<file path="src/rtl/bit_unpacker_8x.sv">
// Byte-to-bit serializer with a 2-entry input FIFO.
// Bits leave LSB first. Each frame ends with TAIL_BITS zero flush bits.
// bit_last marks the final bit of a frame.
module bit_unpacker_8x #(
  parameter int TAIL_BITS = 6
) (
  input  logic       clk,
  input  logic       rst_n,
  input  logic       in_valid,
  output logic       in_ready,
  input  logic [7:0] in_byte,
  input  logic       in_last,
  output logic       bit_valid,
  input  logic       bit_ready,
  output logic       bit_out,
  output logic       bit_last,
  output logic       busy
);

  typedef enum logic [1:0] {IDLE, DATA, TAIL} state_t;

  // Index of the final flush bit. It only matters when the tail exists.
  localparam logic [3:0] TAIL_LAST = (TAIL_BITS > 0) ? 4'(TAIL_BITS - 1) : 4'd0;
  localparam bit         HAS_TAIL  = (TAIL_BITS > 0);

  // ---------------- input FIFO: {last, byte} ----------------
  logic [8:0] fifo_mem [2];
  logic       wr_ptr_reg;
  logic       rd_ptr_reg;
  logic [1:0] count_reg;
  logic       push;
  logic       pop;
  logic       fifo_empty;
  logic [8:0] fifo_head;

  // Ready depends only on occupancy.
  // A full FIFO refuses a push even when a pop happens in the same cycle.
  assign in_ready   = (count_reg < 2'd2);
  assign push       = in_valid && in_ready;
  assign fifo_empty = (count_reg == 2'd0);
  assign fifo_head  = fifo_mem[rd_ptr_reg];

  // Storage write. Reset does not clear it, because count_reg gates every read.
  always_ff @(posedge clk) begin
    if (push) fifo_mem[wr_ptr_reg] <= {in_last, in_byte};
  end

  // Pointers and occupancy. A push and a pop together leave the count unchanged.
  always_ff @(posedge clk or negedge rst_n) begin
    if (!rst_n) begin
      wr_ptr_reg <= 1'b0;
      rd_ptr_reg <= 1'b0;
      count_reg  <= 2'd0;
    end else begin
      if (push) wr_ptr_reg <= ~wr_ptr_reg;
      if (pop)  rd_ptr_reg <= ~rd_ptr_reg;
      case ({push, pop})
        2'b10:   count_reg <= count_reg + 2'd1;
        2'b01:   count_reg <= count_reg - 2'd1;
        default: count_reg <= count_reg;
      endcase
    end
  end

  // ---------------- output FSM ----------------
  state_t     state_reg, state_next;
  logic [7:0] shift_reg, shift_next;
  logic       last_reg, last_next;
  logic [2:0] bit_cnt_reg, bit_cnt_next;
  logic [3:0] tail_cnt_reg, tail_cnt_next;
  logic       bit_valid_reg, bit_valid_next;
  logic       bit_out_reg, bit_out_next;
  logic       bit_last_reg, bit_last_next;
  logic       handshake;

  assign handshake = bit_valid_reg && bit_ready;

  // Next-state logic.
  // At the end of a non-last byte, the next byte loads on the same edge if one is queued.
  always_comb begin
    state_next    = state_reg;
    shift_next    = shift_reg;
    last_next     = last_reg;
    bit_cnt_next  = bit_cnt_reg;
    tail_cnt_next = tail_cnt_reg;
    pop           = 1'b0;
    case (state_reg)
      IDLE: begin
        if (!fifo_empty) begin
          pop          = 1'b1;
          shift_next   = fifo_head[7:0];
          last_next    = fifo_head[8];
          bit_cnt_next = 3'd0;
          state_next   = DATA;
        end
      end
      DATA: begin
        if (handshake) begin
          shift_next   = {1'b0, shift_reg[7:1]};
          bit_cnt_next = bit_cnt_reg + 3'd1;
          if (bit_cnt_reg == 3'd7) begin
            if (last_reg) begin
              if (HAS_TAIL) begin
                tail_cnt_next = 4'd0;
                state_next    = TAIL;
              end else begin
                state_next = IDLE;
              end
            end else if (!fifo_empty) begin
              pop          = 1'b1;
              shift_next   = fifo_head[7:0];
              last_next    = fifo_head[8];
              bit_cnt_next = 3'd0;
            end else begin
              state_next = IDLE;
            end
          end
        end
      end
      TAIL: begin
        if (handshake) begin
          tail_cnt_next = tail_cnt_reg + 4'd1;
          if (tail_cnt_reg == TAIL_LAST) state_next = IDLE;
        end
      end
      default: state_next = IDLE;
    endcase
  end

  // The outputs come from the next state, so they are valid on the same edge as the state.
  always_comb begin
    bit_valid_next = (state_next != IDLE);
    bit_out_next   = (state_next == DATA) && shift_next[0];
    bit_last_next  = ((state_next == TAIL) && (tail_cnt_next == TAIL_LAST)) ||
                     ((state_next == DATA) && !HAS_TAIL && last_next && (bit_cnt_next == 3'd7));
  end

  // State and registered-output update. Reset discards any partial byte or tail.
  always_ff @(posedge clk or negedge rst_n) begin
    if (!rst_n) begin
      state_reg     <= IDLE;
      shift_reg     <= 8'd0;
      last_reg      <= 1'b0;
      bit_cnt_reg   <= 3'd0;
      tail_cnt_reg  <= 4'd0;
      bit_valid_reg <= 1'b0;
      bit_out_reg   <= 1'b0;
      bit_last_reg  <= 1'b0;
    end else begin
      state_reg     <= state_next;
      shift_reg     <= shift_next;
      last_reg      <= last_next;
      bit_cnt_reg   <= bit_cnt_next;
      tail_cnt_reg  <= tail_cnt_next;
      bit_valid_reg <= bit_valid_next;
      bit_out_reg   <= bit_out_next;
      bit_last_reg  <= bit_last_next;
    end
  end

  assign bit_valid = bit_valid_reg;
  assign bit_out   = bit_out_reg;
  assign bit_last  = bit_last_reg;
  assign busy      = !fifo_empty || (state_reg != IDLE);

endmodule

</file>
<file path="config.mk">
export PLATFORM = sky130hd
export DESIGN_NAME = bit_unpacker_8x
export DESIGN_NICKNAME = d
export VERILOG_FILES = /design/src/rtl/bit_unpacker_8x.sv
export SDC_FILE = /design/constraint.sdc
export NUM_CORES = 1
export LEC_CHECK = 0
export BUFFER_PORTS_ARGS = -buffer_cell sky130_fd_sc_hd__buf_2
export CAP_MARGIN = 15
export CORE_MARGIN = 1.5
export CORE_UTILIZATION = 52
export CTS_CLUSTER_DIAMETER = 80
export DETAILED_ROUTE_END_ITERATION = 6
export GPL_TIMING_DRIVEN = 0
export HOLD_SLACK_MARGIN = 0.03
export PLACE_DENSITY_LB_ADDON = 0.25
export SETUP_SLACK_MARGIN = 0.02
export SLEW_MARGIN = 20
export SYNTH_ARGS = -nofsm -noshare
export SYNTH_HDL_FRONTEND = slang
export SYNTH_SLANG_ARGS = --single-unit
</file>
<file path="constraint.sdc">
create_clock -name clk -period 1.77 [get_ports clk]
set_input_delay 0.354 -clock clk [delete_from_list [all_inputs] [get_ports clk]]
set_output_delay 0.354 -clock clk [all_outputs]
set_load 0.1 [all_outputs]
</file>
==> results.rst, run 1 <==
.. list-table::
   :header-rows: 1

   * - Metric
     - Value
   * - Outcome
     - complete, but fails checks
   * - Violated checks
     - setup timing
   * - Category of the worst setup path capture point
     - register
   * - Drt first pass iters
     - 4
   * - Number of DRC markers after the initial detailed-route iteration
     - between 100 and 150
   * - Clock insertion delay at the later pin of the skew report
     - 0.29 ns
   * - Setup crit start kind
     - register
   * - Maximum clock insertion buffer count
     - 2
   * - Clock transition time at the flip-flop clock pins of the worst setup and hold paths
     - 0.09 ns
   * - Setup TNS
     - -1.59 ns
   * - LEAKAGE
     - between 1 and 1.5 nW
   * - Boundary pin count
     - 18
   * - Number of port buffers
     - 17
   * - Width of the chip
     - 65.2 um
   * - Final weighted congestion of routability-driven global placement
     - 0.815
   * - Setup Viol. Count Final
     - 20
   * - Skew final
     - 0.00863 ns
   * - Number of enable flip-flop cells after synthesis
     - 18
   * - Share of the synthesized area in the top cell type
     - just over 30%
   * - Synth async-reset ratio
     - approximately three fifths
   * - Number of library cell types mapped by synthesis
     - between 40 and 50
   * - Time the worst path needs with I/O delays and setup
     - 1.93 ns
   * - Pin count of the biggest net entering global routing
     - 26
   * - Drc violations
     - 0
   * - Leading post-synthesis cells by cell area
     - sky130_fd_sc_hd__dfrtp_1 (31%), sky130_fd_sc_hd__edfxtp_1 (27%), sky130_fd_sc_hd__ha_1 (5.6%)
   * - Number of antenna violations at the first check in global routing
     - 0
   * - Vert. Die Dim
     - approximately 65 um
   * - Root buffer selected by CTS
     - sky130_fd_sc_hd__clkbuf_8
   * - Slew of the pin with the lowest slew margin
     - 0.592 ns
   * - Tightest slew margin relative to the limit
     - 60.6%
   * - Yosys warning total
     - 0
   * - Unrepaired setup endpoints after global routing
     - yes
   * - Area taken by flip-flops and latches
     - ~1200 sq um
   * - Netlist area before placement
     - 2010 sq um
   * - Share of cells above drive strength 1
     - 50.5%
   * - Power density relative to cell area
     - about 1900 nW/um^2
   * - Prevailing post-synth register cell
     - sky130_fd_sc_hd__dfrtp_1
   * - Sink count of the clock tree
     - 43
   * - Max-Cap Viols
     - 0
   * - Number of cell instances on the worst register-to-register path
     - 10
   * - Final antenna-violating net count
     - 0
   * - Reg2Reg Launch Point
     - state_reg[0]
   * - Register-to-Register Setup Slack
     - -0.16 ns
   * - Worst min-delay path category
     - in2async
   * - Share of the yosys chip area belonging to registers
     - 58.0%
   * - Maximum level of the CTS H-tree
     - 2
   * - Detailed Place HPWL
     - about 2700 um
   * - Worst Setup Path Type
     - reg2reg
   * - Number of filler cells placed in the layout
     - 257
   * - Number of buffers inserted during clock tree synthesis
     - 5
   * - Standard-cell row count
     - 22
   * - Cell accounting for the most synthesized area
     - sky130_fd_sc_hd__dfrtp_1
   * - Top achievable clock speed
     - 518 MHz
   * - Per-cell routed wire length
     - between 15 and 20 um
   * - Largest vdd supply drop
     - 1.48 mV
   * - Max FFs per register
     - 18
   * - Die outline area
     - 4250 sq um
   * - Count of nets after finishing
     - 235
   * - Wire length of the first global-routing pass
     - 7160 um
   * - Gate Count Post-Synth
     - ~170
   * - Area after DPL
     - 2240 sq um
   * - Area Growth Syn to Fin
     - 38.6%
   * - Capture point of the worst reg-to-reg path
     - bit_cnt_reg[0]
   * - Number of vias in the routed layout
     - 1507
   * - Count of pins over their slew limit
     - 0
   * - Count of state elements after synthesis
     - 43
   * - Grt total ovfl
     - 0
   * - Vias per inst
     - 5.75
   * - Diodes inserted
     - 0
   * - Fraction of the cycle the final worst path needs
     - 109%
   * - Largest fanout of any net on the critical path
     - 7
   * - Clock tree from TritonCTS
     - done
   * - Cell area after layout
     - 2790 sq um
   * - Setup ws final
     - -0.161 ns
   * - Mean instance size in the synthesized netlist
     - 12.2 sq um
   * - Number of global-route vias before repair
     - 1511
   * - Required time reported for the critical path endpoint
     - 1.95 ns
   * - Final Hold Vio Count
     - 0
   * - Total nets after synthesis
     - 187
   * - Aggregate global-route resource usage
     - 22.3%
   * - Post-detailed-routing wire length
     - 4730 um
   * - Critical path data arrival time
     - 2.11 ns
   * - Core area
     - 3690 sq um
   * - Area used by multi-input combinational logic
     - around 1100 sq um
   * - Initial cell density of the core
     - 54.5%
   * - Hold-fix buffers, CTS
     - 0
==> synthesized netlist by cell type, types with 2 or more instances <==
| cell type | count |
|---|---|
| sky130_fd_sc_hd__mux2i_1 | 8 |
| sky130_fd_sc_hd__nand2_1 | 12 |
| sky130_fd_sc_hd__dfrtp_1 | 25 |
| sky130_fd_sc_hd__nand3_1 | 4 |
| sky130_fd_sc_hd__edfxtp_1 | 18 |
| sky130_fd_sc_hd__nor2_1 | 12 |
| sky130_fd_sc_hd__buf_6 | 2 |
| sky130_fd_sc_hd__o21ai_1 | 9 |
| sky130_fd_sc_hd__mux2_2 | 2 |
| sky130_fd_sc_hd__o21ai_2 | 2 |
| sky130_fd_sc_hd__nor3_1 | 3 |
| sky130_fd_sc_hd__ha_1 | 9 |
| sky130_fd_sc_hd__xnor2_1 | 5 |
| sky130_fd_sc_hd__inv_1 | 9 |
| sky130_fd_sc_hd__a22o_1 | 2 |
| sky130_fd_sc_hd__a21oi_1 | 10 |
| sky130_fd_sc_hd__and3_1 | 4 |
==> final cells by class <==
class	instances	share of cell area, %
inverter	10	1.71
clock buffer	5	2.47
tap	48	2.15
clock inverter	3	0.718
multi-input combinational	108	38.0
sequential	43	42.0
timing repair buffer	41	11.3
buffer	4	1.75
==> placed cells by master, fill, tap and decap left out, types with 2 or more instances in the layout <==
master / count
sky130_fd_sc_hd__inv_2: 3
sky130_fd_sc_hd__buf_6: 8
sky130_fd_sc_hd__nor2_4: 9
sky130_fd_sc_hd__nor3_2: 2
sky130_fd_sc_hd__nor2_2: 3
sky130_fd_sc_hd__buf_4: 19
sky130_fd_sc_hd__dfrtp_1: 24
sky130_fd_sc_hd__nand2_2: 4
sky130_fd_sc_hd__edfxtp_1: 18
sky130_fd_sc_hd__clkbuf_8: 5
sky130_fd_sc_hd__inv_1: 4
sky130_fd_sc_hd__nand3_1: 4
sky130_fd_sc_hd__buf_12: 2
sky130_fd_sc_hd__o21ai_2: 5
sky130_fd_sc_hd__and3_1: 3
sky130_fd_sc_hd__nand2_4: 4
sky130_fd_sc_hd__clkinvlp_4: 3
sky130_fd_sc_hd__mux2i_1: 8
sky130_fd_sc_hd__a21oi_1: 9
sky130_fd_sc_hd__xnor2_1: 4
sky130_fd_sc_hd__ha_1: 3
sky130_fd_sc_hd__o21ai_1: 6
sky130_fd_sc_hd__a22o_1: 2
sky130_fd_sc_hd__nand2_1: 5
sky130_fd_sc_hd__ha_4: 5
sky130_fd_sc_hd__buf_2: 15
==> worst max-delay path, cell delays in order, from the launching register on <==
cell and delay [ns]:
sky130_fd_sc_hd__dfrtp_1 0.44, sky130_fd_sc_hd__inv_2 0.10, sky130_fd_sc_hd__ha_4 0.14, sky130_fd_sc_hd__nor3b_4 0.25, sky130_fd_sc_hd__buf_4 0.16, sky130_fd_sc_hd__buf_6 0.11, sky130_fd_sc_hd__nor2_4 0.03, sky130_fd_sc_hd__o21ai_2 0.08
sky130_fd_sc_hd__buf_6 0.18, sky130_fd_sc_hd__nor2_4 0.05, sky130_fd_sc_hd__mux2_4 0.26
==> what timing repair did <==
item                                    4_1_cts  5_1_grt
pin swaps                                    19       21
hold endpoints to repair                      0        0
endpoints found under the setup margin       18       29
setup buffers                                17        6
resized for setup                            34       37
gates cloned                                  1        0
==> worst max path at each step <==
stage | startpoint | to | cells past startpoint
after detailed placement | state_reg[0] | shift_reg[7] | 9
final | state_reg[0] | bit_cnt_reg[0] | 10
after global placement | state_reg[0] | bit_cnt_reg[0] | 8
after global routing | state_reg[0] | bit_cnt_reg[0] | 10
after CTS | state_reg[0] | busy | 5
after floorplan | state_reg[1] | count_reg[1] | 10
==> where the power goes <==
group | internal, mW | leakage, nW | switching (mW)
clock network | 0.275 | 0.0418 | 0.343
logic | 1.43 | 0.636 | 1.63
registers | 1.32 | 0.487 | 0.247
==> per-layer routing <==
layer  track usage (%)  share of wire (%)
met1              28.3                 42
met3              4.62                3.1
met5                 0                  0
met2              39.0                 53
met4              5.73                2.2
==> cell families (layout without fill, tap and decap cells) <==
family	count (synthesis)	count (layout)	synth area share [%]
compound gates	37	37	12.8
mux	10	10	5.10
flops	43	43	58.0
simple gates	47	47	12.8
fa+ha+maj	9	9	5.60
xor+xnor	5	5	2.18
buf+inv	14	63	3.61
==> stage by stage <==
step | worst slack [ns] | hold slack [ns] | total power, mW | utilization [%] | std cells
after detailed placement | -0.218 | 0.379 | 3.38 | 60.7 | 230
after global placement | -0.171 | 0.369 | 3.31 | 60.7 | 230
after floorplan | -0.0619 | 0.0584 | 3.03 | - | 165
after CTS | -0.0998 | 0.0647 | 4.70 | 70.2 | 256
final | -0.161 | 0.0490 | 5.25 | 75.6 | 262
after global routing | -0.227 | 0.0922 | 5.48 | 75.6 | 262
No activity file was read; power rests on OpenSTA's default activity.
==> run 2: changes to the inputs <==
--- a/config.mk
+++ b/config.mk
@@ -11,11 +11,11 @@
 export CORE_UTILIZATION = 52
 export CTS_CLUSTER_DIAMETER = 80
 export DETAILED_ROUTE_END_ITERATION = 6
-export GPL_TIMING_DRIVEN = 0
 export HOLD_SLACK_MARGIN = 0.03
 export PLACE_DENSITY_LB_ADDON = 0.25
+export RECOVER_POWER = 50
 export SETUP_SLACK_MARGIN = 0.02
-export SLEW_MARGIN = 20
+export SLEW_MARGIN = 25
 export SYNTH_ARGS = -nofsm -noshare
 export SYNTH_HDL_FRONTEND = slang
 export SYNTH_SLANG_ARGS = --single-unit
==> results.rst, run 2 (synthesis gave the netlist of run 1 again) <==
.. list-table::
   :header-rows: 1

   * - Metric
     - Value
   * - Maximum level of the CTS H-tree
     - 2 (unchanged)
   * - Power density relative to cell area
     - 1770 nW/um^2 (was 1880 nW/um^2)
   * - Setup crit start kind
     - register (unchanged)
   * - Number of vias in the routed layout
     - 1432 (was 1507)
   * - Violated checks
     - setup timing (unchanged)
   * - Area Growth Syn to Fin
     - 30.2% (was 38.6%)
   * - Final Hold Vio Count
     - 0 (unchanged)
   * - Wire length of the first global-routing pass
     - 7080 um (was 7160 um)
   * - Commonest non-fill, non-tap cell in the layout
     - sky130_fd_sc_hd__buf_4 (was sky130_fd_sc_hd__dfrtp_1)
   * - Aggregate global-route resource usage
     - 23.1% (was 22.3%)
   * - Root buffer selected by CTS
     - sky130_fd_sc_hd__clkbuf_8 (unchanged)
   * - Tightest slew margin relative to the limit
     - 6.70% (was 60.6%)
   * - Width of the chip
     - 65.2 um (unchanged)
   * - Time the worst path needs with I/O delays and setup
     - 1.86 ns (was 1.93 ns)
   * - Setup Viol. Count Final
     - 2 (was 20)
   * - Vert. Die Dim
     - 65.2 um (unchanged)
   * - Vias per inst
     - 5.51 (was 5.75)
   * - Largest vdd supply drop
     - 1.28 mV (was 1.48 mV)
   * - Initial cell density of the core
     - 54.5% (unchanged)
   * - Drc violations
     - 0 (unchanged)
   * - Die outline area
     - 4250 sq um (unchanged)
   * - Max stage delay cell, worst path
     - sky130_fd_sc_hd__dfrtp_1 (unchanged)
   * - Clock transition time at the flip-flop clock pins of the worst setup and hold paths
     - 0.08 ns (was 0.09 ns)
   * - Number of buffers and inverters on the critical path
     - 3 (was 4)
   * - Required time reported for the critical path endpoint
     - 1.42 ns (was 1.95 ns)
   * - Outcome
     - complete, but fails checks (unchanged)
   * - Ordered cell list for the critical path
     - inv_2 -> ha_4 -> nor3b_4 -> clkinvlp_4 -> buf_12 (was inv_2 -> ha_4 -> nor3b_4 -> buf_4 -> buf_6 -> nor2_4 -> o21ai_2 -> buf_6 -> nor2_4 -> mux2_4)
   * - Category of the worst setup path capture point
     - primary output (was register)
   * - Largest stage delay, worst path
     - 0.40 ns (was 0.44 ns)
   * - Diodes inserted
     - 0 (unchanged)
   * - Number of port buffers
     - 17 (unchanged)
   * - Sink count of the clock tree
     - 43 (unchanged)
   * - Unrepaired setup endpoints after global routing
     - yes (unchanged)
   * - Detailed Place HPWL
     - 3040 um (was 2690 um)
   * - Count of pins over their slew limit
     - 0 (unchanged)
   * - Top achievable clock speed
     - 539 MHz (was 518 MHz)
   * - Worst slack at placement
     - -0.0660 ns (was -0.218 ns)
   * - Max-Cap Viols
     - 0 (unchanged)
   * - Number of antenna violations at the first check in global routing
     - 0 (unchanged)
   * - Critical path data arrival time
     - 1.50 ns (was 2.11 ns)
   * - Slew of the pin with the lowest slew margin
     - 1.40 ns (was 0.592 ns)
   * - Most frequent cells in the layout
     - sky130_fd_sc_hd__buf_4 (25), sky130_fd_sc_hd__dfrtp_1 (22), sky130_fd_sc_hd__edfxtp_1 (18) (was sky130_fd_sc_hd__dfrtp_1 (24), sky130_fd_sc_hd__buf_4 (19), sky130_fd_sc_hd__edfxtp_1 (18))
   * - Per-cell routed wire length
     - 17.0 um (was 18.0 um)
   * - Final antenna-violating net count
     - 0 (unchanged)
   * - Number of buffers inserted during clock tree synthesis
     - 5 (unchanged)
   * - Worst min-delay path category
     - in2reg (was in2async)
   * - Clock insertion delay at the later pin of the skew report
     - 0.30 ns (was 0.29 ns)
   * - Share of cells above drive strength 1
     - 41.5% (was 50.5%)
   * - Standard-cell row count
     - 22 (unchanged)
   * - Boundary pin count
     - 18 (unchanged)
   * - LEAKAGE
     - 1.09 nW (was 1.17 nW)
   * - Drt first pass iters
     - 5 (was 4)
   * - Maximum clock insertion buffer count
     - 2 (unchanged)
   * - Clock tree from TritonCTS
     - done (unchanged)
   * - Core area
     - 3690 sq um (unchanged)
   * - Final weighted congestion of routability-driven global placement
     - 0.911 (was 0.815)
   * - Number of global-route vias before repair
     - 1493 (was 1511)
   * - Skew final
     - 0.00566 ns (was 0.00863 ns)
   * - Kind of cell with the highest combined delay on the critical path
     - buffers and inverters (unchanged)
   * - Worst Setup Path Type
     - reg2out (was reg2reg)
   * - Number of DRC markers after the initial detailed-route iteration
     - 120 (was 107)
   * - Post-detailed-routing wire length
     - 4420 um (was 4730 um)
   * - Count of nets after finishing
     - 233 (was 235)
   * - Largest fanout of any net on the critical path
     - 2 (was 7)
   * - Grt total ovfl
     - 0 (unchanged)
   * - Setup TNS
     - -0.125 ns (was -1.59 ns)
   * - Setup ws final
     - -0.0856 ns (was -0.161 ns)
   * - Worst Hold Slack
     - 0.236 ns (was 0.0490 ns)
   * - Fraction of the core area covered by cells at the end of the flow
     - 71.0% (was 75.6%)
   * - Max FFs per register
     - 18 (unchanged)
   * - Pin count of the biggest net entering global routing
     - 26 (unchanged)
   * - Fraction of the cycle the final worst path needs
     - 105% (was 109%)
[run 2: changes by cell type in the layout (fill, tap and decap cells not counted), sizes merged]
| cell | previous run | this run |
|---|---|---|
| buf | 45 | 38 |
| clkbuf | 5 | 10 |
[run 2: metal layers]
layer,track usage (%),vias to the layer above,routed length [um]
met2,38.9,29,2260
met4,9.90,0,56
met1,27.9,709,1950
met3,6.51,4,149
met5,0,-,0
li1,-,690,-
[run 2: worst paths after layout]
kind / startpoint / to / slack [ns] / cells after the start
min reg2reg: shift_reg[3] / shift_reg[3] / 0.50 / 2
max in group asynchronous: rst_n / bit_valid / 0.41 / 1
max reg2reg: state_reg[1] / count_reg[1] / -0.04 / 10
min: in_byte[2] / fifo_mem[1][2] / 0.24 / 1
max: state_reg[1] / busy / -0.09 / 5
min in group asynchronous: rst_n / shift_reg[2] / 0.36 / 1
[run 2: repair_timing]
action                                  CTS  global route
resized for setup                        11            20
pin swaps                                 7             6
hold buffers                              0             0
endpoints found under the setup margin   17            19
setup buffers                             6             4
[run 2: cell type report]
cell class	count	area, sq um
clock buffers	5	68.8
clock inverters	3	20.0
fillers	269	1070
inverters	10	45.0
multi-input cells	108	943
flip-flops and latches	43	1170
well taps	48	60.1
repair buffers	43	308
[run 2: power breakdown]
group	leakage, nW	switching, mW	internal, mW	total (mW)
logic	0.567	1.37	1.10	2.47
registers	0.484	0.219	1.33	1.55
clock network	0.0418	0.345	0.275	0.620
[run 2: stage by stage]
step	power, mW	instance area, sq um	std cells
floorplan	3.03	2090	165
global placement	3.50	2340	242
detailed placement	3.62	2340	242
CTS	4.43	2520	256
global route	4.90	2620	260
finish	4.64	2620	260
==> run 3: changes to the inputs <==
--- a/config.mk
+++ b/config.mk
@@ -9,7 +9,7 @@
 export CAP_MARGIN = 15
 export CORE_MARGIN = 1.5
 export CORE_UTILIZATION = 52
-export CTS_CLUSTER_DIAMETER = 80
+export CTS_CLUSTER_DIAMETER = 200
 export DETAILED_ROUTE_END_ITERATION = 6
 export HOLD_SLACK_MARGIN = 0.03
 export PLACE_DENSITY_LB_ADDON = 0.25
==> constraint.sdc (replaced) <==
create_clock -name clk -period 1.77 [get_ports clk]
set_input_delay 0.0885 -clock clk [delete_from_list [all_inputs] [get_ports clk]]
set_output_delay 0.0885 -clock clk [all_outputs]
set_load 0.1 [all_outputs]
==> results.rst, run 3 (synthesis gave the netlist of run 1 again) <==
.. list-table::
   :header-rows: 1

   * - Metric
     - Value
   * - Outcome
     - complete, but fails checks (unchanged)
   * - Violated checks
     - setup timing (unchanged)
   * - Fraction of the cycle the final worst path needs
     - 104% (was 105%)
   * - Number of port buffers
     - 17 (unchanged)
   * - Per-cell routed wire length
     - 15.5 um (was 17.0 um)
   * - Final antenna-violating net count
     - 0 (unchanged)
   * - Number of cell instances on the worst register-to-register path
     - 9 (was 10)
   * - Grt total ovfl
     - 0 (unchanged)
   * - Maximum level of the CTS H-tree
     - 2 (unchanged)
   * - Wire length of the first global-routing pass
     - 6540 um (was 7080 um)
   * - Number of DRC markers after the initial detailed-route iteration
     - 69 (was 120)
   * - Setup Viol. Count Final
     - 4 (was 2)
   * - Max-Cap Viols
     - 0 (unchanged)
   * - Number of global-route vias before repair
     - 1427 (was 1493)
   * - WL met3
     - 185 um (was 149 um)
   * - Setup ws final
     - -0.0638 ns (was -0.0856 ns)
   * - Maximum clock insertion buffer count
     - 2 (unchanged)
   * - Width of the chip
     - 65.2 um (unchanged)
   * - Min-Delay Path Depth
     - 3 (was 1)
   * - Category of the worst setup path capture point
     - register (was primary output)
   * - Hold_sp
     - in_valid (was in_byte[2])
   * - Unrepaired setup endpoints after global routing
     - yes (unchanged)
   * - Reg2Reg Launch Point
     - state_reg[1] (unchanged)
   * - Total placed cells including tap cells
     - 239 (was 242)
   * - Final cell count without fillers
     - 260 (unchanged)
   * - Vert. Die Dim
     - 65.2 um (unchanged)
   * - Clock tree from TritonCTS
     - done (unchanged)
   * - Critical path data arrival time
     - 2.03 ns (was 1.50 ns)
   * - Number of antenna violations at the first check in global routing
     - 0 (unchanged)
   * - Core area
     - 3690 sq um (unchanged)
   * - Worst Setup Path Type
     - reg2reg (was reg2out)
   * - Count of pins over their slew limit
     - 0 (unchanged)
   * - Sink count of the clock tree
     - 43 (unchanged)
   * - Slew of the pin with the lowest slew margin
     - 0.559 ns (was 1.40 ns)
   * - Tightest slew margin relative to the limit
     - 62.7% (was 6.70%)
   * - Post-detailed-routing wire length
     - 4020 um (was 4420 um)
   * - Skew final
     - 0.00307 ns (was 0.00566 ns)
   * - Final Hold Vio Count
     - 0 (unchanged)
   * - Vias per inst
     - 5.46 (was 5.51)
   * - Worst slack at placement
     - -0.0896 ns (was -0.0660 ns)
   * - Aggregate global-route resource usage
     - 21.0% (was 23.1%)
   * - Diodes inserted
     - 0 (unchanged)
   * - Drc violations
     - 0 (unchanged)
   * - Drt first pass iters
     - 4 (was 5)
   * - Cell area after layout
     - 2620 sq um (about the same)
   * - Clock insertion delay at the later pin of the skew report
     - 0.30 ns (about the same)
   * - Area after DPL
     - 2290 sq um (was 2340 sq um)
   * - Pin count of the biggest net entering global routing
     - 26 (unchanged)
   * - Routed met2 length
     - 2070 um (was 2260 um)
   * - Setup TNS
     - -0.103 ns (was -0.125 ns)
   * - Required time reported for the critical path endpoint
     - 1.96 ns (was 1.42 ns)
   * - Share of cells above drive strength 1
     - 35.8% (was 41.5%)
   * - Boundary pin count
     - 18 (unchanged)
   * - Initial cell density of the core
     - 54.5% (unchanged)
   * - Detailed-routing wirelength on met1
     - 1690 um (was 1950 um)
   * - Largest fanout of any net on the critical path
     - 4 (was 2)
   * - Count of nets after finishing
     - 233 (unchanged)
   * - Root buffer selected by CTS
     - sky130_fd_sc_hd__clkbuf_8 (unchanged)
   * - Capture point of the worst reg-to-reg path
     - count_reg[1] (unchanged)
   * - Top achievable clock speed
     - 545 MHz (was 539 MHz)
   * - Power density relative to cell area
     - 1740 nW/um^2 (was 1770 nW/um^2)
   * - Number of vias in the routed layout
     - 1420 (was 1432)
   * - Standard-cell row count
     - 22 (unchanged)
   * - Max layer used
     - met4 (unchanged)
   * - Hold worst-path end
     - wr_ptr_reg (was fifo_mem[1][2])
   * - Register-to-Register Setup Slack
     - -0.06 ns (was -0.04 ns)
   * - Detailed Place HPWL
     - 2780 um (was 3040 um)
   * - Commonest non-fill, non-tap cell in the layout
     - sky130_fd_sc_hd__dfrtp_1 (was sky130_fd_sc_hd__buf_4)
   * - Time the worst path needs with I/O delays and setup
     - 1.83 ns (was 1.86 ns)
   * - Setup crit start kind
     - register (unchanged)
   * - Largest vdd supply drop
     - 1.29 mV (was 1.28 mV)
   * - Most frequent cells in the layout
     - sky130_fd_sc_hd__dfrtp_1 (23), sky130_fd_sc_hd__edfxtp_1 (18), sky130_fd_sc_hd__buf_4 (14) (was sky130_fd_sc_hd__buf_4 (25), sky130_fd_sc_hd__dfrtp_1 (22), sky130_fd_sc_hd__edfxtp_1 (18))
   * - Area Growth Syn to Fin
     - 30.5% (was 30.2%)
   * - Max FFs per register
     - 18 (unchanged)
   * - Clock transition time at the flip-flop clock pins of the worst setup and hold paths
     - 0.08 ns (about the same)
   * - LEAKAGE
     - 1.09 nW (about the same)
   * - Worst min-delay path category
     - in2reg (unchanged)
   * - Number of buffers inserted during clock tree synthesis
     - 5 (unchanged)
   * - Die outline area
     - 4250 sq um (unchanged)
   * - Final weighted congestion of routability-driven global placement
     - 0.854 (was 0.911)
==> run 3: layout make-up <==
type	count	area, sq um
clock buffers	5	68.8
clock inverters	3	47.5
fillers	278	1060
inverters	10	41.3
multi-input cells	108	911
flip-flops and latches	43	1170
well taps	48	60.1
repair buffers	43	324
==> run 3: metal layers <==
metal | vias to the layer above | track usage, %
met1 | 678 | 24.8
met3 | 8 | 6.34
met2 | 42 | 35.6
met5 | - | 0
met4 | 0 | 9.11
li1 | 692 | -
==> run 3: report_power, final <==
| group | internal [mW] | switching (mW) |
|---|---|---|
| Sequential | 1.33 | 0.223 |
| Clock | 0.428 | 0.364 |
| Combinational | 0.952 | 1.26 |
==> run 3: worst max-delay path, stage by stage (launching register included) <==
cell                      delay (ns)
sky130_fd_sc_hd__dfrtp_1        0.41
sky130_fd_sc_hd__inv_2          0.09
sky130_fd_sc_hd__ha_4           0.14
sky130_fd_sc_hd__inv_2          0.06
sky130_fd_sc_hd__o41a_1         0.50
sky130_fd_sc_hd__inv_2          0.10
sky130_fd_sc_hd__ha_4           0.13
sky130_fd_sc_hd__xnor2_2        0.12
sky130_fd_sc_hd__nor2_4         0.05
sky130_fd_sc_hd__xnor2_1        0.12
==> run 3: repair_timing <==
item	4_1_cts	5_1_grt
hold buffers	10	0
endpoints found under the setup margin	17	16
setup buffers	2	1
hold endpoints to repair	43	0
pin swaps	6	3
gates resized for setup	9	15
==> run 3: worst max path at each step <==
stage / depth (start not counted) / startpoint / end
6_report: 9 / state_reg[1] / count_reg[1]
4_1_cts: 8 / bit_cnt_reg[0] / count_reg[1]
3_5_place_dp: 7 / bit_cnt_reg[0] / bit_out
3_3_place_gp: 7 / bit_cnt_reg[0] / bit_out
2_1_floorplan: 10 / state_reg[1] / count_reg[1]
5_1_grt: 9 / bit_cnt_reg[0] / count_reg[1]
==> run 3: metrics by stage <==
stage / power (mW) / util [%] / hold slack [ns]
after floorplan: 2.95 / - / -0.207
after global placement: 3.36 / 62.0 / 0.108
after detailed placement: 3.44 / 62.0 / 0.112
after CTS: 4.42 / 69.4 / 0.116
after global routing: 4.80 / 71.1 / 0.131
final: 4.56 / 71.1 / 0.110
